$ cat src/rtl/mem_pkg.sv
// Shared definitions for the MEM stage: opcode-type bit positions, funct3 access codes, FSM states.
// Opcode type is one-hot; the OPC_* constants are bit indices into that vector.
package mem_pkg;

  localparam int OPCODE_WIDTH = 11;

  localparam int OPC_LUI    = 0;
  localparam int OPC_AUIPC  = 1;
  localparam int OPC_JAL    = 2;
  localparam int OPC_JALR   = 3;
  localparam int OPC_BRANCH = 4;
  localparam int OPC_LOAD   = 5;
  localparam int OPC_STORE  = 6;
  localparam int OPC_OP_IMM = 7;
  localparam int OPC_OP     = 8;
  localparam int OPC_FENCE  = 9;
  localparam int OPC_SYSTEM = 10;

  localparam logic [2:0] FUNCT3_B  = 3'b000;
  localparam logic [2:0] FUNCT3_H  = 3'b001;
  localparam logic [2:0] FUNCT3_W  = 3'b010;
  localparam logic [2:0] FUNCT3_BU = 3'b100;
  localparam logic [2:0] FUNCT3_HU = 3'b101;

  typedef enum logic [0:0] {
    S_IDLE   = 1'b0,
    S_ACCESS = 1'b1
  } mem_state_t;

endpackage

$ cat src/rtl/load_store_align.sv
// Combinational lane steering: store data replication / byte enables, load lane select and extension,
// and misalignment detection from the low address bits and access size.
module load_store_align
  import mem_pkg::*;
(
  input  logic [1:0]  i_addr,
  input  logic [2:0]  i_funct3,
  input  logic [31:0] i_rs2,
  input  logic [31:0] i_rdata,
  output logic [31:0] o_wdata,
  output logic [3:0]  o_byte_en,
  output logic [31:0] o_load_data,
  output logic        o_misaligned
);

  logic [7:0]  w_byte;
  logic [15:0] w_half;

  always_comb begin
    case (i_addr)
      2'd0:    w_byte = i_rdata[7:0];
      2'd1:    w_byte = i_rdata[15:8];
      2'd2:    w_byte = i_rdata[23:16];
      default: w_byte = i_rdata[31:24];
    endcase
    w_half = i_addr[1] ? i_rdata[31:16] : i_rdata[15:0];
  end

  always_comb begin
    o_wdata   = i_rs2;
    o_byte_en = 4'b1111;
    case (i_funct3)
      FUNCT3_B: begin
        o_wdata   = {4{i_rs2[7:0]}};
        o_byte_en = 4'b0001 << i_addr;
      end
      FUNCT3_H: begin
        o_wdata   = {2{i_rs2[15:0]}};
        o_byte_en = 4'b0011 << i_addr;
      end
      default: ;
    endcase
  end

  // Reserved funct3 codes behave as a full word for both extension and alignment.
  always_comb begin
    o_load_data  = i_rdata;
    o_misaligned = (i_addr != 2'd0);
    case (i_funct3)
      FUNCT3_B: begin
        o_load_data  = {{24{w_byte[7]}}, w_byte};
        o_misaligned = 1'b0;
      end
      FUNCT3_BU: begin
        o_load_data  = {24'd0, w_byte};
        o_misaligned = 1'b0;
      end
      FUNCT3_H: begin
        o_load_data  = {{16{w_half[15]}}, w_half};
        o_misaligned = i_addr[0];
      end
      FUNCT3_HU: begin
        o_load_data  = {16'd0, w_half};
        o_misaligned = i_addr[0];
      end
      default: ;
    endcase
  end

endmodule

$ cat src/rtl/memory_access.sv
// MEM pipeline stage: non-memory ops and misaligned accesses retire 1 cycle after capture,
// aligned loads/stores hold in ACCESS (stalling upstream) until dmem_ack, retiring the cycle after.
module memory_access
  import mem_pkg::*;
#(
  parameter int DMEM_ADDR_W = 32
) (
  input  logic                    clk,
  input  logic                    rst_n,
  input  logic                    execute_clk_en,
  input  logic [OPCODE_WIDTH-1:0] execute_opcode_type,
  input  logic [2:0]              execute_funct3,
  input  logic [31:0]             execute_y,
  input  logic [31:0]             execute_rs2_data,
  input  logic                    execute_rd_wr_en,
  input  logic [4:0]              execute_rd,
  input  logic [31:0]             execute_pc,
  input  logic                    writeback_flush,
  output logic                    dmem_req,
  output logic                    dmem_we,
  output logic [DMEM_ADDR_W-1:0]  dmem_addr,
  output logic [31:0]             dmem_wdata,
  output logic [3:0]              dmem_byte_en,
  input  logic                    dmem_ack,
  input  logic [31:0]             dmem_rdata,
  output logic                    memory_clk_en,
  output logic [OPCODE_WIDTH-1:0] memory_opcode_type,
  output logic [2:0]              memory_funct3,
  output logic [31:0]             memory_data_load,
  output logic                    memory_rd_wr_en,
  output logic [4:0]              memory_rd,
  output logic [31:0]             memory_rd_wr_data,
  output logic [31:0]             memory_pc,
  output logic                    memory_load_misaligned,
  output logic                    memory_store_misaligned,
  output logic                    next_stall
);

  mem_state_t              r_state;
  mem_state_t              w_next_state;
  logic [OPCODE_WIDTH-1:0] r_opcode;
  logic [2:0]              r_funct3;
  logic [31:0]             r_y;
  logic [31:0]             r_rs2;
  logic [31:0]             r_pc;
  logic                    r_rd_wr_en;
  logic [4:0]              r_rd;
  logic                    r_req;
  logic                    r_flushed;
  logic                    r_clk_en;
  logic                    r_out_rd_wr_en;
  logic                    r_load_mis;
  logic                    r_store_mis;
  logic [31:0]             r_data_load;

  logic                    w_in_access;
  logic                    w_capture;
  logic                    w_exec_load;
  logic                    w_exec_store;
  logic                    w_go_access;
  logic                    w_retire_now;
  logic                    w_drop;
  logic [1:0]              w_al_addr;
  logic [2:0]              w_al_funct3;
  logic [31:0]             w_wdata;
  logic [3:0]              w_byte_en;
  logic [31:0]             w_load_data;
  logic                    w_misaligned;

  assign w_in_access  = (r_state == S_ACCESS);
  assign w_capture    = !w_in_access && execute_clk_en && !writeback_flush;
  assign w_exec_load  = execute_opcode_type[OPC_LOAD];
  assign w_exec_store = execute_opcode_type[OPC_STORE];
  assign w_go_access  = w_capture && (w_exec_load || w_exec_store) && !w_misaligned;
  assign w_retire_now = w_capture && !w_go_access;
  assign w_drop       = r_flushed || writeback_flush;

  // One aligner serves both phases: alignment check on execute inputs in IDLE, lanes from stage regs in ACCESS.
  assign w_al_addr   = w_in_access ? r_y[1:0] : execute_y[1:0];
  assign w_al_funct3 = w_in_access ? r_funct3 : execute_funct3;

  load_store_align u_align (
    .i_addr       (w_al_addr),
    .i_funct3     (w_al_funct3),
    .i_rs2        (r_rs2),
    .i_rdata      (dmem_rdata),
    .o_wdata      (w_wdata),
    .o_byte_en    (w_byte_en),
    .o_load_data  (w_load_data),
    .o_misaligned (w_misaligned)
  );

  always_ff @(posedge clk) begin
    if (!rst_n) r_state <= S_IDLE;
    else        r_state <= w_next_state;
  end

  always_comb begin
    w_next_state = r_state;
    case (r_state)
      S_IDLE:   if (w_go_access) w_next_state = S_ACCESS;
      S_ACCESS: if (dmem_ack)    w_next_state = S_IDLE;
      default:  w_next_state = S_IDLE;
    endcase
  end

  always_comb begin
    next_stall = w_in_access;
  end

  always_ff @(posedge clk) begin
    if (!rst_n) begin
      r_opcode       <= '0;
      r_funct3       <= '0;
      r_y            <= '0;
      r_rs2          <= '0;
      r_pc           <= '0;
      r_rd_wr_en     <= 1'b0;
      r_rd           <= '0;
      r_req          <= 1'b0;
      r_flushed      <= 1'b0;
      r_clk_en       <= 1'b0;
      r_out_rd_wr_en <= 1'b0;
      r_load_mis     <= 1'b0;
      r_store_mis    <= 1'b0;
      r_data_load    <= '0;
    end else begin
      r_clk_en    <= 1'b0;
      r_load_mis  <= 1'b0;
      r_store_mis <= 1'b0;
      if (w_capture) begin
        r_opcode   <= execute_opcode_type;
        r_funct3   <= execute_funct3;
        r_y        <= execute_y;
        r_rs2      <= execute_rs2_data;
        r_pc       <= execute_pc;
        r_rd_wr_en <= execute_rd_wr_en;
        r_rd       <= execute_rd;
      end
      if (w_go_access) r_req <= 1'b1;
      if (w_retire_now) begin
        r_clk_en       <= 1'b1;
        r_out_rd_wr_en <= execute_rd_wr_en && !w_exec_store && !(w_exec_load && w_misaligned);
        r_load_mis     <= w_exec_load && w_misaligned;
        r_store_mis    <= w_exec_store && w_misaligned;
      end
      if (w_in_access) begin
        if (writeback_flush) r_flushed <= 1'b1;
        // A flushed access still completes its handshake; only the retirement is discarded.
        if (dmem_ack) begin
          r_req          <= 1'b0;
          r_flushed      <= 1'b0;
          r_clk_en       <= !w_drop;
          r_out_rd_wr_en <= r_rd_wr_en && r_opcode[OPC_LOAD] && !w_drop;
          if (r_opcode[OPC_LOAD]) r_data_load <= w_load_data;
        end
      end else begin
        r_flushed <= 1'b0;
      end
    end
  end

  assign dmem_req     = r_req;
  assign dmem_we      = r_req && r_opcode[OPC_STORE];
  assign dmem_addr    = r_req ? {r_y[DMEM_ADDR_W-1:2], 2'b00} : '0;
  assign dmem_wdata   = (r_req && r_opcode[OPC_STORE]) ? w_wdata : '0;
  assign dmem_byte_en = r_req ? w_byte_en : '0;

  assign memory_clk_en           = r_clk_en;
  assign memory_opcode_type      = r_opcode;
  assign memory_funct3           = r_funct3;
  assign memory_data_load        = r_data_load;
  assign memory_rd_wr_en         = r_out_rd_wr_en;
  assign memory_rd               = r_rd;
  assign memory_rd_wr_data       = r_y;
  assign memory_pc               = r_pc;
  assign memory_load_misaligned  = r_load_mis;
  assign memory_store_misaligned = r_store_mis;

endmodule

$ cat config.mk
export PLATFORM = sky130hd
export DESIGN_NAME = memory_access
export DESIGN_NICKNAME = d
export VERILOG_FILES = /design/src/rtl/mem_pkg.sv /design/src/rtl/load_store_align.sv /design/src/rtl/memory_access.sv
export SDC_FILE = /design/constraint.sdc
export NUM_CORES = 1
export LEC_CHECK = 0
export ABC_AREA = 1
export BUFFER_PORTS_ARGS = -buffer_cell sky130_fd_sc_hd__buf_2
export CELL_PAD_IN_SITES_DETAIL_PLACEMENT = 1
export CELL_PAD_IN_SITES_GLOBAL_PLACEMENT = 2
export CORE_ASPECT_RATIO = 1.5
export CORE_MARGIN = 4
export CORE_UTILIZATION = 25
export CTS_CLUSTER_DIAMETER = 100
export DETAILED_ROUTE_END_ITERATION = 8
export PLACE_DENSITY_LB_ADDON = 0.1
export SLEW_MARGIN = 15
export SYNTH_ARGS = -nofsm -noshare
export SYNTH_HDL_FRONTEND = slang
export SYNTH_SLANG_ARGS = --single-unit
$ cat constraint.sdc
create_clock -name clk -period 4.25 [get_ports clk]
set_clock_uncertainty 0.1 [all_clocks]
set_input_delay 0.2125 -clock clk [delete_from_list [all_inputs] [get_ports clk]]
set_output_delay 0.2125 -clock clk [all_outputs]
set_load 0.02 [all_outputs]
---- Yosys cells after proc, flatten, opt, wreduce, memory -nomap -nowiden ----
Cells that the tools add are included.
storage, ports and cells
  output and inout port bits .............. 190
  register bits ........................... 155
operators by class
  equal/unequal tests ..................... 5
  muxes and demuxes ....................... 23
  bitwise gates (word level) .............. 2
  shift operators ......................... 2
  reductions and logical operators ........ 29
operator list
  kind                   number
  $pmux W32 S4           1
  $mux W32               2
  $pmux W32 S2           1
  $pmux W8 S3            1
  $mux W16               1
  $logic_and A1 B1 Y1    12
  $mux W1                11
  $pmux W4 S2            1
  $logic_not A1 Y1       7
  $eq A3 B3 Y1 const B   2
  $mux W4                1
  $pmux W1 S2            2
  $reduce_or A2 Y1       2
  $shl A1 B2 Y4 const A  1
  $shl A2 B2 Y4 const A  1
  $eq A3 B1 Y1 const B   1
  $logic_not A3 Y1       1
  $mux W3                1
  $reduce_and A3 Y1      1
  $reduce_or A3 Y1       1
  $eq A2 B1 Y1 const B   1
  $eq A2 B2 Y1 const B   1
  $logic_not A2 Y1       1
  $logic_or A1 B1 Y1     2
  other kinds (4)        5

---- Logic depth before layout (Yosys ltp) ----
  depth after elaboration ................. 11
  gate-level depth with buffers ........... 12
  depth with buffers taken out ............ 12

---- Modules after synthesis ----
From an unflattened synthesis, not the netlist that was laid out.
second synthesis, totals
  cells, all modules ...................... 1120
  area, all modules ....................... 7480.9 um^2
modules (own cells, without submodules)
  module            area each (um^2)  sequential area each (um^2)  cells each  instances
  memory_access     6045.8            3103.0                       843         1
  load_store_align  1435.1            0.0                          277         1

---- Worst setup path before layout ----
No wires, ideal clock.
  path type ............................... register to output
  start point ............................. register r_state (netlist: next_stall)
  end point ............................... output dmem_wdata[23]
  path buffers ............................ 2
  data arrival time ....................... 1712 ps
  setup slack ............................. 2225 ps
  data required time ...................... 3938 ps
  cell stages (with the launch flop) ...... 9
  cells stage by stage .................... dfxtp_1 > buf_6 > nand2_2 > nand2_4 > inv_2 > nor2_4 > buf_2 > o21ai_0 > a21oi_1
on the way
  cells in the longest elaborated chain, start to end .. 4
  elaborated cells between the ends (all ways) .. 5
RTL lines
  what                                              line                    RTL
  from (decl)                                       memory_access.sv:39     mem_state_t r_state;
  from (signal assigned)                            memory_access.sv:95     else r_state <= w_next_state;
  $mux W3 *                                         memory_access.sv:80     assign w_al_funct3 = w_in_access ? r_funct3 : execute_funct3;
  $eq A3 B1 Y1 or $logic_not A3 Y1 (tied branches)  load_store_align.sv:32  case (i_funct3)
  $pmux W32 S2 *                                    load_store_align.sv:32
  $mux W32 *                                        memory_access.sv:166    assign dmem_wdata = (r_req && r_opcode[OPC_STORE]) ? w_wdata : '0;
  to (decl)                                         memory_access.sv:22     output logic [31:0] dmem_wdata,
Mark *: on every way between the ends. The rest lies on a longest branch, timed or not.

---- Final worst setup path ----
  start point ............................. register r_state (netlist: next_stall)
  end point ............................... output dmem_wdata[15]
Same word-level chain as after synthesis.

==> run_results.csv <==
group,metric,value,unit
finish,synthToLayoutAreaGrowth,52.4,%
global_route,grt_overflow,0,
worst_setup_path,r2r_start,"next_stall",
logic_synthesis,avgSynthCellArea,7.05,um^2
clocking,clk_pin_slew,0.07,ns
finish,layout-drive-gt1-share,29.1,%
worst_setup_path,ff2ff_setup_slack,1.63,ns
worst_setup_path,critPathSlowestCell,"dfxtp_1",
logic_synthesis,synth-edff-count,0,
sta,setup_ws,1.09,ns
sta,worst_pin_slew,0.851,ns
logic_synthesis,syn-cell-area,7030,um^2
die,initial_core_util,25.5,%
power_and_ir_drop,p_seq_share,40.0,%
sta,min_period,3.16,ns
sta,setup_tns,0,ns
die,die_width,145,um
power_and_ir_drop,total_leakage_power,5.54,nW
clocking,numClockSinks,155,
finish,fin_nets,1569,
logic_synthesis,syn_inst,997,
route,drtAntennaViolNets,0,
route,viasPerCell,4.50,
power_and_ir_drop,p_total,3.99,mW
run_status,status,"complete, no violations",
sta,hold_viol,0,
flow_run,drv_cap,0,
worst_setup_path,path_delay_family,"simple AND/OR/NAND/NOR gates",
sta,setup_viol,0,
global_route,grt_max_degree,84,
route,drtPass1Iterations,4,
hold_path,min-delay-start,"dmem_rdata[12]",
global_route,antenna_found_initial,3,
clocking,cts_setup_buffers,0,
hold_path,min_path_cells,5,
worst_setup_path,r2r_cells,11,
route,drtIter0Drc,249,
place,gp_congestion,0.771,
die,coreArea,27500,um^2
die,row_count,74,
power_and_ir_drop,comb_power_share,19.2,%
global_route,grt_first_pass_wirelength,46700,um
route,drcViolationCount,0,
place,portBuffers,340,
power_and_ir_drop,p_sw,1.20,mW
finish,final_util,38.9,%
logic_synthesis,synth_cell_type_count,35,
global_route,grt_pass1_vias,8525,
sta,max_freq,317,MHz
worst_setup_path,startpoint_type,"register",
sta,max_slew_margin,43.3,%
logic_synthesis,ys_seq_area_share,44.2,%
sta,drv_slew,0,
route,wirelength,30400,um
worst_setup_path,critPathMostFrequentCell,"nand2_1",
route,routedWlPerCell,17.1,um
worst_setup_path,path_class,"reg2out",
clocking,cts_tree,"done",
worst_setup_path,critPathBufInv,2,
die,die_h,213,um
worst_setup_path,reg2reg_to,"memory_rd_wr_en",
hold_path,hold_end,"memory_data_load[12]",
die,io_pins,343,
logic_synthesis,synth-seq-cells,155,
hold_path,hold_class,"in2reg",
worst_setup_path,worstPathRequired,3.94,ns
logic_synthesis,ys_async_sr_fraction,0,%
worst_setup_path,path_cells,"inv_2 > nand2_1 > nand2_1 > nand2_4 > nor2_8 > o31ai_1 > a21oi_1 > buf_2",
place,detailed_place_hpwl,21800,um
global_route,grt_use_total,19.4,%
clocking,clockBufferDepth,2,
finish,fillers,3522,
power_and_ir_drop,power_density,372,nW/um^2
worst_setup_path,cp-end-kind,"primary output",
worst_setup_path,crit_start,"next_stall",
worst_setup_path,crit_arrival,2.84,ns
finish,multi_input_comb_area,3220,um^2
clocking,numCtsBuffers,17,
worst_setup_path,critPathMaxFanout,12,
die,die_area,30900,um^2
route,vias,7979,
sta,rsz0062_at_grt,"no",
sta,timing.final.crit_share,74.3,%
logic_synthesis,yosysWarningCount,0,
clocking,clk_latency,0.43,ns
power_and_ir_drop,vdd_drop_max,0.000306,V
power_and_ir_drop,swShare,30.0,%
power_and_ir_drop,p_int,2.79,mW
place,dp_slack,1.45,ns
clocking,root_buffer,"clkbuf_16",
finish,seq_area,3100,um^2
worst_setup_path,cp_slowest_stage_delay,0.65,ns
logic_synthesis,yosys_most_used_dff,"dfxtp_1",
power_and_ir_drop,clock_power_share,40.8,%
clocking,htreeDepth,4,
[logic make-up (layout without fill, tap and decap cells)]
group | Yosys count | count (layout) | share of synthesized area, %
DFF | 155 | 155 | 44.2
AOI/OAI and AO/OA | 262 | 262 | 20.8
other | 1 | 4 | 0.0534
buffers and inverters | 172 | 603 | 10.1
and+or+nand+nor | 407 | 407 | 24.8
[through the flow]
stage          std cells  cell area [um^2]  hold WS [ns]
4_1_cts             1771             10700       0.00145
5_1_grt             1771             10700        0.0554
3_5_place_dp        1622              8910         0.351
2_1_floorplan        998              7030         0.191
6_report            1773             10700        0.0216
3_3_place_gp        1622              8910         0.353
[how the worst max path moves through the flow]
stage	depth (start not counted)	end	slack (ns)
4_1_cts	8	dmem_wdata[30]	0.98
5_1_grt	9	dmem_wdata[15]	0.79
6_report	8	dmem_wdata[15]	1.09
3_3_place_gp	8	dmem_wdata[15]	1.45
2_1_floorplan	8	dmem_wdata[23]	2.23
3_5_place_dp	8	dmem_wdata[15]	1.45
[state kept, by name, indices dropped and copies added (netlist names), 3 cells and up]
register and count:
r_rs2 32, memory_funct3 3, memory_data_load 32, memory_opcode_type 11, memory_rd 5, memory_pc 32
memory_rd_wr_data 32
[worst min-delay path: stages]
cell and delay, ns:
buf_2 0.09, nand2_1 0.05, nand4_1 0.09, nand2_1 0.05, inv_1 0.04
[what timing repair did]
item	CTS	global route
resized for setup	0	0
hold buffers	117	0
hold endpoints to repair	118	0
[cell type report]
cell class | instances | area share, %
well taps | 342 | 4.00
flip-flops and latches | 155 | 29.0
inverters | 107 | 3.76
multi-input cells | 671 | 30.1
clock buffers | 20 | 4.27
diodes | 2 | 0.0468
repair buffers | 464 | 27.3
clock inverters | 12 | 1.51
[cell usage in the layout, fill, tap and decap left out, types with 2 or more instances in the layout]
cell type | Yosys | layout
o21a_1 | 7 | 7
nand3b_1 | 11 | 11
nor2_4 | 2 | 2
o211a_1 | 5 | 5
conb_1 | 1 | 2
buf_2 | 13 | 339
dlygate4sd3_1 | 0 | 117
nand2_4 | 3 | 4
o21ai_0 | 158 | 158
clkinv_2 | 0 | 3
clkinvlp_4 | 0 | 2
o21bai_2 | 10 | 10
nand2_2 | 9 | 8
nand4_1 | 11 | 11
clkbuf_16 | 0 | 17
a21oi_1 | 61 | 61
o31ai_1 | 3 | 3
nand3_1 | 20 | 20
clkbuf_8 | 0 | 2
nor2_1 | 226 | 226
o21ai_1 | 2 | 2
bufinv_16 | 0 | 3
buf_4 | 6 | 8
o22ai_1 | 8 | 8
inv_1 | 100 | 100
clkinv_4 | 0 | 2
inv_6 | 0 | 2
dfxtp_1 | 155 | 155
nand3_2 | 3 | 3
diode_2 | 0 | 2
nand2_1 | 116 | 116
o21bai_1 | 6 | 6
inv_2 | 7 | 6
[cell usage after synthesis, types with 7 or more instances]
library cell	number	share of area [%]
a21oi_1	61	4.3
buf_2	13	0.93
clkbuf_1	43	2.3
dfxtp_1	155	44
inv_1	100	5.3
inv_2	7	0.37
nand2_1	116	6.2
nand2_2	9	0.80
nand3_1	20	1.4
nand3b_1	11	1.2
nand4_1	11	0.98
nor2_1	226	12
o21a_1	7	0.75
o21ai_0	158	11
o21bai_2	10	1.6
o22ai_1	8	0.71
[layer usage]
metal	vias up	global-route usage, %	wire length (um)
met2	203	35.2	15800
met4	2	6.34	661
li1	4024	-	-
met3	31	4.73	1890
met5	-	0	7
met1	3719	22.2	12000
[power by group through the flow]
stage          Sequential (mW)  Combinational (mW)  Clock (mW)
2_1_floorplan             1.70               0.352           0
3_3_place_gp              1.63               0.681           0
3_5_place_dp              1.63               0.689           0
4_1_cts                   1.60               0.780        1.68
5_1_grt                   1.61               0.853        1.74
6_report                  1.60               0.766        1.62
(Power assumes the default switching activity.)
